File: config.mk
export PLATFORM = sky130hd
export DESIGN_NAME = fetch_unit
export DESIGN_NICKNAME = d
export VERILOG_FILES = /design/src/rtl/fetch_unit.sv
export SDC_FILE = /design/constraint.sdc
export NUM_CORES = 1
export LEC_CHECK = 0
export CORE_MARGIN = 4
export CORE_UTILIZATION = 51
export DETAILED_ROUTE_END_ITERATION = 12
export MAX_ROUTING_LAYER = met4
export PLACE_DENSITY = 0.8
export SYNTH_ARGS = -nofsm -noshare
export SYNTH_HDL_FRONTEND = slang
export SYNTH_SLANG_ARGS = --single-unit
export TNS_END_PERCENT = 1
File: constraint.sdc
create_clock -name clk -period 3.95 [get_ports clk]
set_clock_uncertainty 0.15 [all_clocks]
set_input_delay 0.395 -clock clk [delete_from_list [all_inputs] [get_ports clk]]
set_output_delay 0.395 -clock clk [all_outputs]
set_load 0.01 [all_outputs]
File: src/rtl/fetch_unit.sv
// Instruction-fetch front end.
// Drives the instruction-memory address and captures the returned word one
// cycle later. PC/instruction pairs go to decode through a valid/ready
// handshake, with a 2-entry output buffer absorbing backpressure. A redirect
// flushes everything that is in flight or buffered.
//
// The buffer is a head register and a tail register. The head register is
// the decode-facing output, so dec_* come straight from flops. Empty slots
// are kept at zero, so an idle output reads as all zeros.
module fetch_unit #(
   parameter logic [31:0] RESET_PC  = 32'h0000_0000,
   parameter int          BUF_DEPTH = 2
) (
   input  logic        clk,
   input  logic        rst,
   output logic [31:0] PC,
   input  logic [31:0] ins,
   input  logic        redirect_valid,
   input  logic [31:0] redirect_pc,
   output logic        dec_valid,
   input  logic        dec_ready,
   output logic [31:0] dec_pc,
   output logic [31:0] dec_ins
);

   localparam logic [31:0] ALIGN_MASK = 32'hFFFF_FFFC;

   logic [31:0] pc_q;
   logic        infl_v;
   logic [31:0] infl_pc;

   logic        head_v;
   logic [31:0] head_pc;
   logic [31:0] head_ins;
   logic        tail_v;
   logic [31:0] tail_pc;
   logic [31:0] tail_ins;

   logic        deq;
   logic        push;
   logic [1:0]  occ;
   logic [2:0]  lvl;
   logic        issue;
   logic [31:0] new_pc;
   logic [31:0] new_ins;
   logic [31:0] redirect_target;

   // Handshake, capture and issue decisions for the current cycle.
   always_comb begin
      deq             = head_v & dec_ready;
      push            = infl_v & ~redirect_valid;
      occ             = {1'b0, head_v} + {1'b0, tail_v};
      // Entries that will be held after this edge, counting the word coming
      // back from memory. Issuing only while this fits leaves room for the
      // fetch issued now, so the buffer never overflows.
      lvl             = {1'b0, occ} + {2'b00, infl_v} - {2'b00, deq};
      issue           = (lvl < 3'(BUF_DEPTH));
      new_pc          = push ? infl_pc : 32'h0;
      new_ins         = push ? ins : 32'h0;
      redirect_target = redirect_pc & ALIGN_MASK;
   end

   // Fetch address and in-flight tracking.
   always_ff @(posedge clk) begin
      if (rst) begin
         pc_q    <= RESET_PC & ALIGN_MASK;
         infl_v  <= 1'b0;
         infl_pc <= 32'h0;
      end else if (redirect_valid) begin
         // The word returning this cycle belongs to the old path. The target
         // is issued next cycle, when the buffer is empty.
         pc_q   <= redirect_target;
         infl_v <= 1'b0;
      end else if (issue) begin
         pc_q    <= pc_q + 32'd4;
         infl_v  <= 1'b1;
         infl_pc <= pc_q;
      end else begin
         // Memory keeps reading pc_q. Its next word is not captured.
         infl_v <= 1'b0;
      end
   end

   // Two-slot output buffer. The head slot is what decode sees.
   always_ff @(posedge clk) begin
      if (rst || redirect_valid) begin
         // A handshake in a redirect cycle is still taken by decode. Only the
         // entries behind it are dropped.
         head_v   <= 1'b0;
         head_pc  <= 32'h0;
         head_ins <= 32'h0;
         tail_v   <= 1'b0;
         tail_pc  <= 32'h0;
         tail_ins <= 32'h0;
      end else if (deq) begin
         if (tail_v) begin
            head_pc  <= tail_pc;
            head_ins <= tail_ins;
            tail_v   <= push;
            tail_pc  <= new_pc;
            tail_ins <= new_ins;
         end else begin
            head_v   <= push;
            head_pc  <= new_pc;
            head_ins <= new_ins;
         end
      end else if (!head_v) begin
         head_v   <= push;
         head_pc  <= new_pc;
         head_ins <= new_ins;
      end else if (!tail_v) begin
         tail_v   <= push;
         tail_pc  <= new_pc;
         tail_ins <= new_ins;
      end
   end

   assign PC        = pc_q;
   assign dec_valid = head_v;
   assign dec_pc    = head_pc;
   assign dec_ins   = head_ins;

endmodule

; ---- Yosys cells after proc, flatten, opt, wreduce, memory -nomap -nowiden
; Cells that the tools add are included.
[word_totals]
reg_bits = 195
inputBits = 68
elab_cells = 51
[op_classes]
add_sub_neg = 4
n_lt_le_gt_ge = 1
eq_ne = 3
muxes = 24
n_bitwise = 3
n_reduce_logical = 6
[op_table]
columns = operator, n
row1 = $mux 32, 16
row2 = $add 32x3->32 const B, 1
row3 = $mux 1, 8
row4 = $ne 2x2->1 const B, 2
row5 = $reduce_and 2->1, 2
row6 = $reduce_bool 2->1, 2
row7 = $add 2x1->3, 1
row8 = $lt 3x2->1 const B, 1
row9 = $sub 3x1->3, 1
row10 = $add 1x1->2, 1
row11 = $and 1x1->1, 2
row12 = $ne 2x1->1 const B, 1
row13 = $reduce_or 2->1, 1
row14 = $logic_or 1x1->1, 1
row15 = $not 1->1, 1

; ---- Depth between registers and ports, before layout
[depth]
ltp_word = 6
depth_mapped = 13
mapped_depth_nobuf = 10

; ---- Least setup slack after synthesis
; No wires, ideal clock.
[synth_timing]
path_type = input port to flip-flop
start = input dec_ready
end = register pc_q[12] (netlist: PC[12])
arrival_time_ps = 2685
setup_slack_ps = 1000
cell_stages = 12
n_path_buf = 2
cell_sequence = clkbuf_1 -> nand2_1 -> inv_1 -> ha_1 -> inv_1 -> ha_1 -> a21oi_1 -> mux2_2 -> buf_1 -> nor3_1 -> xor2_1 -> o21a_1
[synth_between]
elab_chain_cells = 4
[synth_rtl]
columns = item, line_no
row1 = start: declaration, 21  ; input logic dec_ready,
row2 = $and 1x1->1, 50  ; deq = head_v & dec_ready;
row3 = $sub 3x1->3, 56  ; lvl = {1'b0, occ} + {2'b00, infl_v} - {2'b00, deq};
row4 = $lt 3x2->1, 57  ; issue = (lvl < 3'(BUF_DEPTH));
row5 = $reduce_bool 2->1 (no line), --
row6 = end signal: assignment, 66  ; pc_q <= RESET_PC & ALIGN_MASK;
row7 = end signal: assignment, 72  ; pc_q <= redirect_target;
row8 = end signal: assignment, 75  ; pc_q <= pc_q + 32'd4;
row9 = end: declaration, 28  ; logic [31:0] pc_q;
; No other way between the ends.
; A chain may end at the register's enable or synchronous reset.

; ---- Worst setup path after layout
[layout_timing]
start = register head_v (netlist: dec_valid)
end = register pc_q[22] (netlist: PC[22])
[layout_between]
elab_chain_cells = 5
elab_cells_between_ends = 6
classes_between = add/sub: 3 / order compare: 1 / bitwise: 1 / reduce/logical: 1
[layout_rtl]
columns = item, line_no
row1 = start: declaration, 32  ; logic head_v;
row2 = start signal: assignment, 103  ; head_v <= push;
row3 = start signal: assignment, 108  ; head_v <= push;
row4 = $add 1x1->2, 52  ; occ = {1'b0, head_v} + {1'b0, tail_v};
row5 = $add 2x1->3, 56
row6 = $sub 3x1->3 (*), 56
row7 = $lt 3x2->1 (*), 57
row8 = $reduce_bool 2->1 (no line) (*), --
; Every way passes the cells marked *; elsewhere a longest branch is shown, timed or not.

==> summary.txt <==
Drt
  • Number of DRC markers in iteration 0: 719
  • Total number of vias: 7227
  • DRC violations left: 0
  • Post-detailed-routing wire length: 20700 µm
  • Post-detailed-route count of antenna-violating nets: 0
  • Number of iterations in the first detailed-routing pass: 7
  • Wire per inst: 15.8 µm
  • Ratio of routed vias to standard cells: 5.53

Timing
  • Pins Over Slew Limit: 0
  • Maximum clock frequency: 317 MHz
  • Measured slew at the worst slew-check pin: 0.965 ns
  • Unrepaired setup endpoints after global routing: false
  • Final setup viols: 0
  • Fin Setup TNS: 0 ns
  • Portion of the clock cycle consumed by the worst path in the final layout: 0.797
  • Crit path time final: 3.15 ns
  • Endpoints failing hold: 0
  • Slew margin rel.: 0.357

Critical path
  • Path type of the worst setup path: reg -> reg
  • Crit path DAT: 3.33 ns
  • Endpoint kind of the worst setup timing path: register
  • Crit-path slowest cell: sky130_fd_sc_hd__mux2_2
  • CP Data Required Time: 4.13 ns
  • Crit start category: register
  • Largest stage delay, worst path: 0.56 ns
  • Crit-path max FO: 25
  • Worst path cell trace: buf_4 -> nand2_1 -> inv_1 -> ha_1 -> inv_1 -> ha_1 -> a21oi_1 -> mux2_2 -> nor4_1 -> xor2_1 -> o21a_1

Synth
  • Synth Warn #: 0
  • Biggest area contributors in the synthesized netlist: sky130_fd_sc_hd__dfxtp_1 (48%), sky130_fd_sc_hd__a21oi_1 (10%), sky130_fd_sc_hd__nand2_1 (8.9%)
  • Number of flip-flops and latches in the synthesized netlist: 191
  • Largest area contributor in the netlist: sky130_fd_sc_hd__dfxtp_1
  • Most numerous cell types in the synthesized netlist: sky130_fd_sc_hd__dfxtp_1 (191), sky130_fd_sc_hd__nand2_1 (189), sky130_fd_sc_hd__a21oi_1 (165)
  • Compound-gate portion of the synthesized area: 0.211
  • Sequential area share after synthesis: 0.481
  • Yosys top cell area share: 0.481
  • Async set-reset flop share out of synthesis: 0
  • Xor-xnor portion of the synthesized cell area: 0.0320
  • Mean cell area of the mapped netlist: 8.13 µm²
  • Top FF cell, synth: sky130_fd_sc_hd__dfxtp_1
  • Adder-cell share of the synthesized area: 0.00472
  • Synthesized-area fraction occupied by and/or/nand/nor cells: 0.201
  • Post-Syn Instances: 977
  • Cell Area, Synth: 0.00795 mm²
  • Main combinational cell family by area after synthesis: compound AO/OA/AOI/OAI gates
  • Post-synthesis cell type count: 44
  • Post-synthesis mux area share: 0.00803
  • Number of enable-type register cells in the synthesized netlist: 0
  • Dominant cell by count in the synthesized netlist: sky130_fd_sc_hd__dfxtp_1

Placed design
  • Placed wire-length estimate: 13200 µm
  • Final weighted congestion of routability-driven global placement: 0.823
  • Number of I/O port buffers: 160

Clocking
  • Resize count post-CTS: 0
  • Root cell of the clock tree: sky130_fd_sc_hd__clkbuf_16
  • CTS max path bufs: 2
  • Clock transition at the register clock pins on the worst setup and hold paths after CTS: 0.07 ns
  • Clk Latency, worst-skew pair: 0.43 ns
  • TritonCTS clock tree: built
  • Total CTS buffers: 17
  • Post-CTS setup repair buffer count: 0
  • CTS H-tree lvls: 4
  • Clock net sink count: 191
  • Post-CTS Hold Buffers: 0

Floorplan
  • Floorplan Core Area: 0.0153 mm²
  • Die Y-Extent: 133 µm
  • Die X: 133 µm
  • Die area: 0.0176 mm²
  • Rows: 45
  • Ports placed on the boundary: 165
  • Initial standard-cell utilization of the core: 0.521

GRT
  • First-pass GRT wire length: 33600 µm
  • Vias in the first global route: 6671
  • Total congestion overflow after global routing: 0
  • Gr usage total: 0.237
  • Pin count of the biggest net entering global routing: 67
  • Antenna violations before repair: 0

Final layout
  • Antenna Diode Count: 0
  • NumNets Final: 1153
  • Share of layout cells above drive strength 1: 0.0694
  • Area growth from synthesis to layout: 28.4%

Run status
  • Result of the run: completed

Power and ir drop
  • Static leakage: 3.46 nW
  • Final Power: 4.06 mW
  • IR Drop Worst-Case VDD: 0.325 mV
  • Power Dens Cells: 397 mW/mm²

Worst hold path
  • Class of the tightest hold or removal check: in -> reg

Job
  • Max-cap violations: 0
==> critical path: cells and delay by family (launching register included) <==
| family | cells | cell delay [ns] |
|---|---|---|
| buf+inv | 3 | 0.38 |
| flops | 1 | 0.31 |
| simple gates | 2 | 0.52 |
| fa+ha+maj | 2 | 0.44 |
| xor+xnor | 1 | 0.14 |
| mux | 1 | 0.56 |
| compound gates | 2 | 0.54 |
==> flip-flops by register name, summed over array words and instances (netlist names) <==
name and count:
dec_ins 32, dec_pc 32, tail_ins 32, tail_pc 32
PC 30, infl_pc 30, dec_valid 1, infl_v 1
tail_v 1
==> where the power goes <==
part	switching, mW	total [mW]	internal [mW]
Clock	0.749	1.69	0.942
Sequential	0.0513	2.02	1.97
Combinational	0.178	0.346	0.168
Total	0.979	4.06	3.08
==> path summary, 6_finish.rpt <==
check                           startpoint                 endpoint  slack, ns  cells past startpoint
setup reg to reg    dec_valid$_SDFFE_PP0P_      PC[22]$_SDFFE_PP0P_       0.80                     11
hold / removal              redirect_valid  dec_pc[27]$_SDFFE_PP0P_       0.27                      4
hold reg to reg   tail_ins[7]$_SDFFE_PP0P_  dec_ins[7]$_SDFFE_PP0P_       0.30                      2
setup / recovery    dec_valid$_SDFFE_PP0P_      PC[22]$_SDFFE_PP0P_       0.80                     11
==> cell type report <==
cell class	instances	area (µm²)
tap	211	264
timing repair buffer	174	1730
clock inverter	11	105
sequential	191	3820
inverter	36	135
fill	1246	5050
multi-input combinational	662	3660
clock buffer	21	480
==> logic make-up after synthesis <==
kind of cell,after synthesis
compound gates,268
xor+xnor,29
fa+ha+maj,3
buf+inv,125
flops,191
mux,6
other cells,1
simple gates,354
==> through the flow <==
stage | area (µm²) | worst slack (ns) | std cells | util | hold slack (ns)
2_1_floorplan | 7950 | 1.00 | 978 | - | 0.281
3_3_place_gp | 9620 | 0.628 | 1274 | 0.631 | 0.287
3_5_place_dp | 9620 | 0.487 | 1274 | 0.631 | 0.292
4_1_cts | 10200 | 0.785 | 1306 | 0.669 | 0.259
5_1_grt | 10200 | 0.611 | 1306 | 0.669 | 0.278
6_report | 10200 | 0.800 | 1306 | 0.669 | 0.271
==> routing by layer <==
metal,share of wire,track usage,routed length [µm],vias up
li1,-,-,-,3603
met1,0.45,0.312,9390,3374
met2,0.46,0.361,9520,213
met3,0.063,0.0532,1300,37
met4,0.021,0.0808,435,0
met5,0,-,0,-
==> placed cells by master (no fill, tap or decap), types with 4 or more instances in the layout <==
cell type,synthesis,final
sky130_fd_sc_hd__nor4_1,5,5
sky130_fd_sc_hd__o221ai_1,9,9
sky130_fd_sc_hd__dfxtp_1,191,191
sky130_fd_sc_hd__nor3_1,9,9
sky130_fd_sc_hd__o21a_1,25,25
sky130_fd_sc_hd__clkbuf_8,0,4
sky130_fd_sc_hd__buf_4,2,11
sky130_fd_sc_hd__a222oi_1,13,13
sky130_fd_sc_hd__a21oi_1,165,165
sky130_fd_sc_hd__nand3_1,68,68
sky130_fd_sc_hd__nand2_1,189,188
sky130_fd_sc_hd__a32oi_1,27,27
sky130_fd_sc_hd__clkdlybuf4s50_1,0,158
sky130_fd_sc_hd__xnor2_1,10,10
sky130_fd_sc_hd__inv_1,36,36
sky130_fd_sc_hd__clkbuf_16,0,17
sky130_fd_sc_hd__xor2_1,19,19
sky130_fd_sc_hd__a311oi_1,5,5
sky130_fd_sc_hd__o211ai_1,16,16
sky130_fd_sc_hd__nor2_1,47,46
sky130_fd_sc_hd__or2_2,9,9
No activity file was read; power rests on OpenSTA's default activity.
==> variant: new RTL, config.mk and constraints unchanged <==
Make the reset (`rst`) asynchronous in one clocked block.
--- a/src/rtl/fetch_unit.sv
+++ b/src/rtl/fetch_unit.sv
@@ -61,7 +61,7 @@
    end
 
    // Fetch address and in-flight tracking.
-   always_ff @(posedge clk) begin
+   always_ff @(posedge clk or posedge rst) begin
       if (rst) begin
          pc_q    <= RESET_PC & ALIGN_MASK;
          infl_v  <= 1'b0;
Check against the original RTL: differs if rst is asserted again (counterexample within 4 cycles, from zero or initial values and one cycle with rst high); with rst held inactive, the same outputs for 4 cycles.
==> variant against the unedited design <==
  * Final cell count is 11% lower
  * Clock power increased by 5%
  * Largest power group unchanged
  * Power up 9.0%
  * Sequential cell count did not move
  * Critical endpoint is now infl_pc[27]
  * Setup slack improved by 340 ps
  * Cell area down 0.66%
  * Area after synthesis shrank 1.2%
  * Routed wire length decreased by 3.0%
==> variant: results (changes against the unedited design) <==
Outcome - finished clean
TritonCTS buffer count - 17 (unchanged)
Final nets - 1036 (-10%)
Switch share - 24.21% (+0.080 points)
Critical R2R Capture - infl_pc[27]
Leakage - 3.520 nW (+1.7%)
Reg2Reg Setup Slack - 1140 ps (+340 ps)
Total GRT Usage - 23.51% (-0.17 points)
Worst hold stages - 2 (-2)
Ys Warns - 0 (unchanged)
First-pass GRT wire length - 32710 um (-2.6%)
Share of cells above drive strength 1 - 9.611% (+2.7 points)
Antenna Cells - 0 (unchanged)
Peak VDD IR - 307.1 uV (-5.4%)
Distinct cell type count after synthesis - 41 (-6.8%)
RePlAce Congestion - 0.8331 (+1.3%)
WHS Endpoint - PC[15]
HPWL Detailed - 12820 um (-2.9%)
Clk root buf - clkbuf_16
Worst-case reg-to-reg path depth - 10 (-1)
Seq/Total Area, Yosys - 52.57% (+4.5 points)
WL per Instance - 17.17 um (+8.6%)
Post-synth top cells - nand2_1 (151), dfxtp_1 (130), a21oi_1 (114), nand3_1 (72), dfrtp_1 (61)
Share of flip-flops with an asynchronous set or reset - 31.94% (+32 points)
Leading post-synthesis cells by cell area - dfxtp_1 (33%), dfrtp_1 (19%), a21oi_1 (7.3%), nand2_1 (7.2%), nand3_1 (4.6%)
Routed via count - 6784 (-6.1%)
Hold Startpoint - redirect_valid
Largest net degree at the start of global routing - 74 (+10%)
Worst skew pair latency - 430 ps (about the same)
Drt pass-1 iters - 5 (-2)
Critical path peak fanout - 31 (+24%)
Worst hold slack - 221.1 ps (-50.08 ps)
Vias in the first global route - 6364 (-4.6%)
Area post-placement - 9517 um^2 (-1.1%)
Critical Path AT - 2970 ps (-360 ps)
DRT iter0 DRCs - 755 (+5.0%)
Slew headroom - 34.01% (-1.7 points)
Port Buffer Count - 160 (unchanged)
variant: layer usage:
layer / track usage (%) / wire length [um] / vias to the layer above
met3: 4.542 / 1357 / 25
met1: 32.53 / 9255 / 3211
li1: - / - / 3267
met5: - / 0 / -
met2: 35.32 / 9172 / 281
met4: 6.943 / 239 / 0
variant: worst max-delay path by stage:
stage / from / endpoint / cells past startpoint
CTS: dec_valid / infl_pc[7] / 10
global placement: dec_ready / PC[31] / 12
finish: dec_valid / infl_pc[27] / 10
detailed placement: dec_ready / infl_pc[27] / 11
floorplan: dec_valid / PC[21] / 12
global route: dec_valid / infl_pc[21] / 10
variant: kinds of logic after synthesis:
group | Yosys count | synth area share (%)
DFF | 191 | 52.57
xor gates and xnor gates | 32 | 3.760
adders and majority gates | 3 | 0.4780
muxes | 33 | 4.716
buffers and inverters | 85 | 4.461
other | 1 | 0.04775
and+or+nand+nor | 294 | 17.24
AOI/OAI and AO/OA | 209 | 16.73
variant: power by group through the flow:
| stage | logic (W) | registers, W | clock network, W |
|---|---|---|---|
| floorplan | 0.000259 | 0.00217 | 0 |
| global placement | 0.000488 | 0.00219 | 0 |
| detailed placement | 0.000495 | 0.00220 | 0 |
| CTS | 0.000499 | 0.00216 | 0.00180 |
| global route | 0.000541 | 0.00217 | 0.00188 |
| finish | 0.000497 | 0.00216 | 0.00177 |
variant: cell type report:
| type | count | area (um^2) |
|---|---|---|
| inverters | 8 | 30.03 |
| fillers | 1200 | 5006 |
| clock buffers | 24 | 524.3 |
| multi-input cells | 573 | 3408 |
| clock inverters | 8 | 98.84 |
| repair buffers | 174 | 1714 |
| well taps | 188 | 235.2 |
| flip-flops and latches | 191 | 4129 |
variant: critical path, cell delays in order, from the launching register on:
cell and delay (ps):
dfxtp_1 550, nand2_1 110, inv_1 90, ha_1 220, inv_1 60, ha_1 250
a21oi_4 220, xnor2_2 150, nor2_2 130, buf_4 370, mux2_2 380
variant: metrics by stage:
step / util, % / std cells / setup slack, ps
2_1_floorplan: - / 849 / 1445
6_report: 66.95 / 1166 / 1141
4_1_cts: 66.95 / 1166 / 1120
3_3_place_gp: 62.83 / 1134 / 767.5
5_1_grt: 66.95 / 1166 / 924.1
3_5_place_dp: 62.83 / 1134 / 758.4
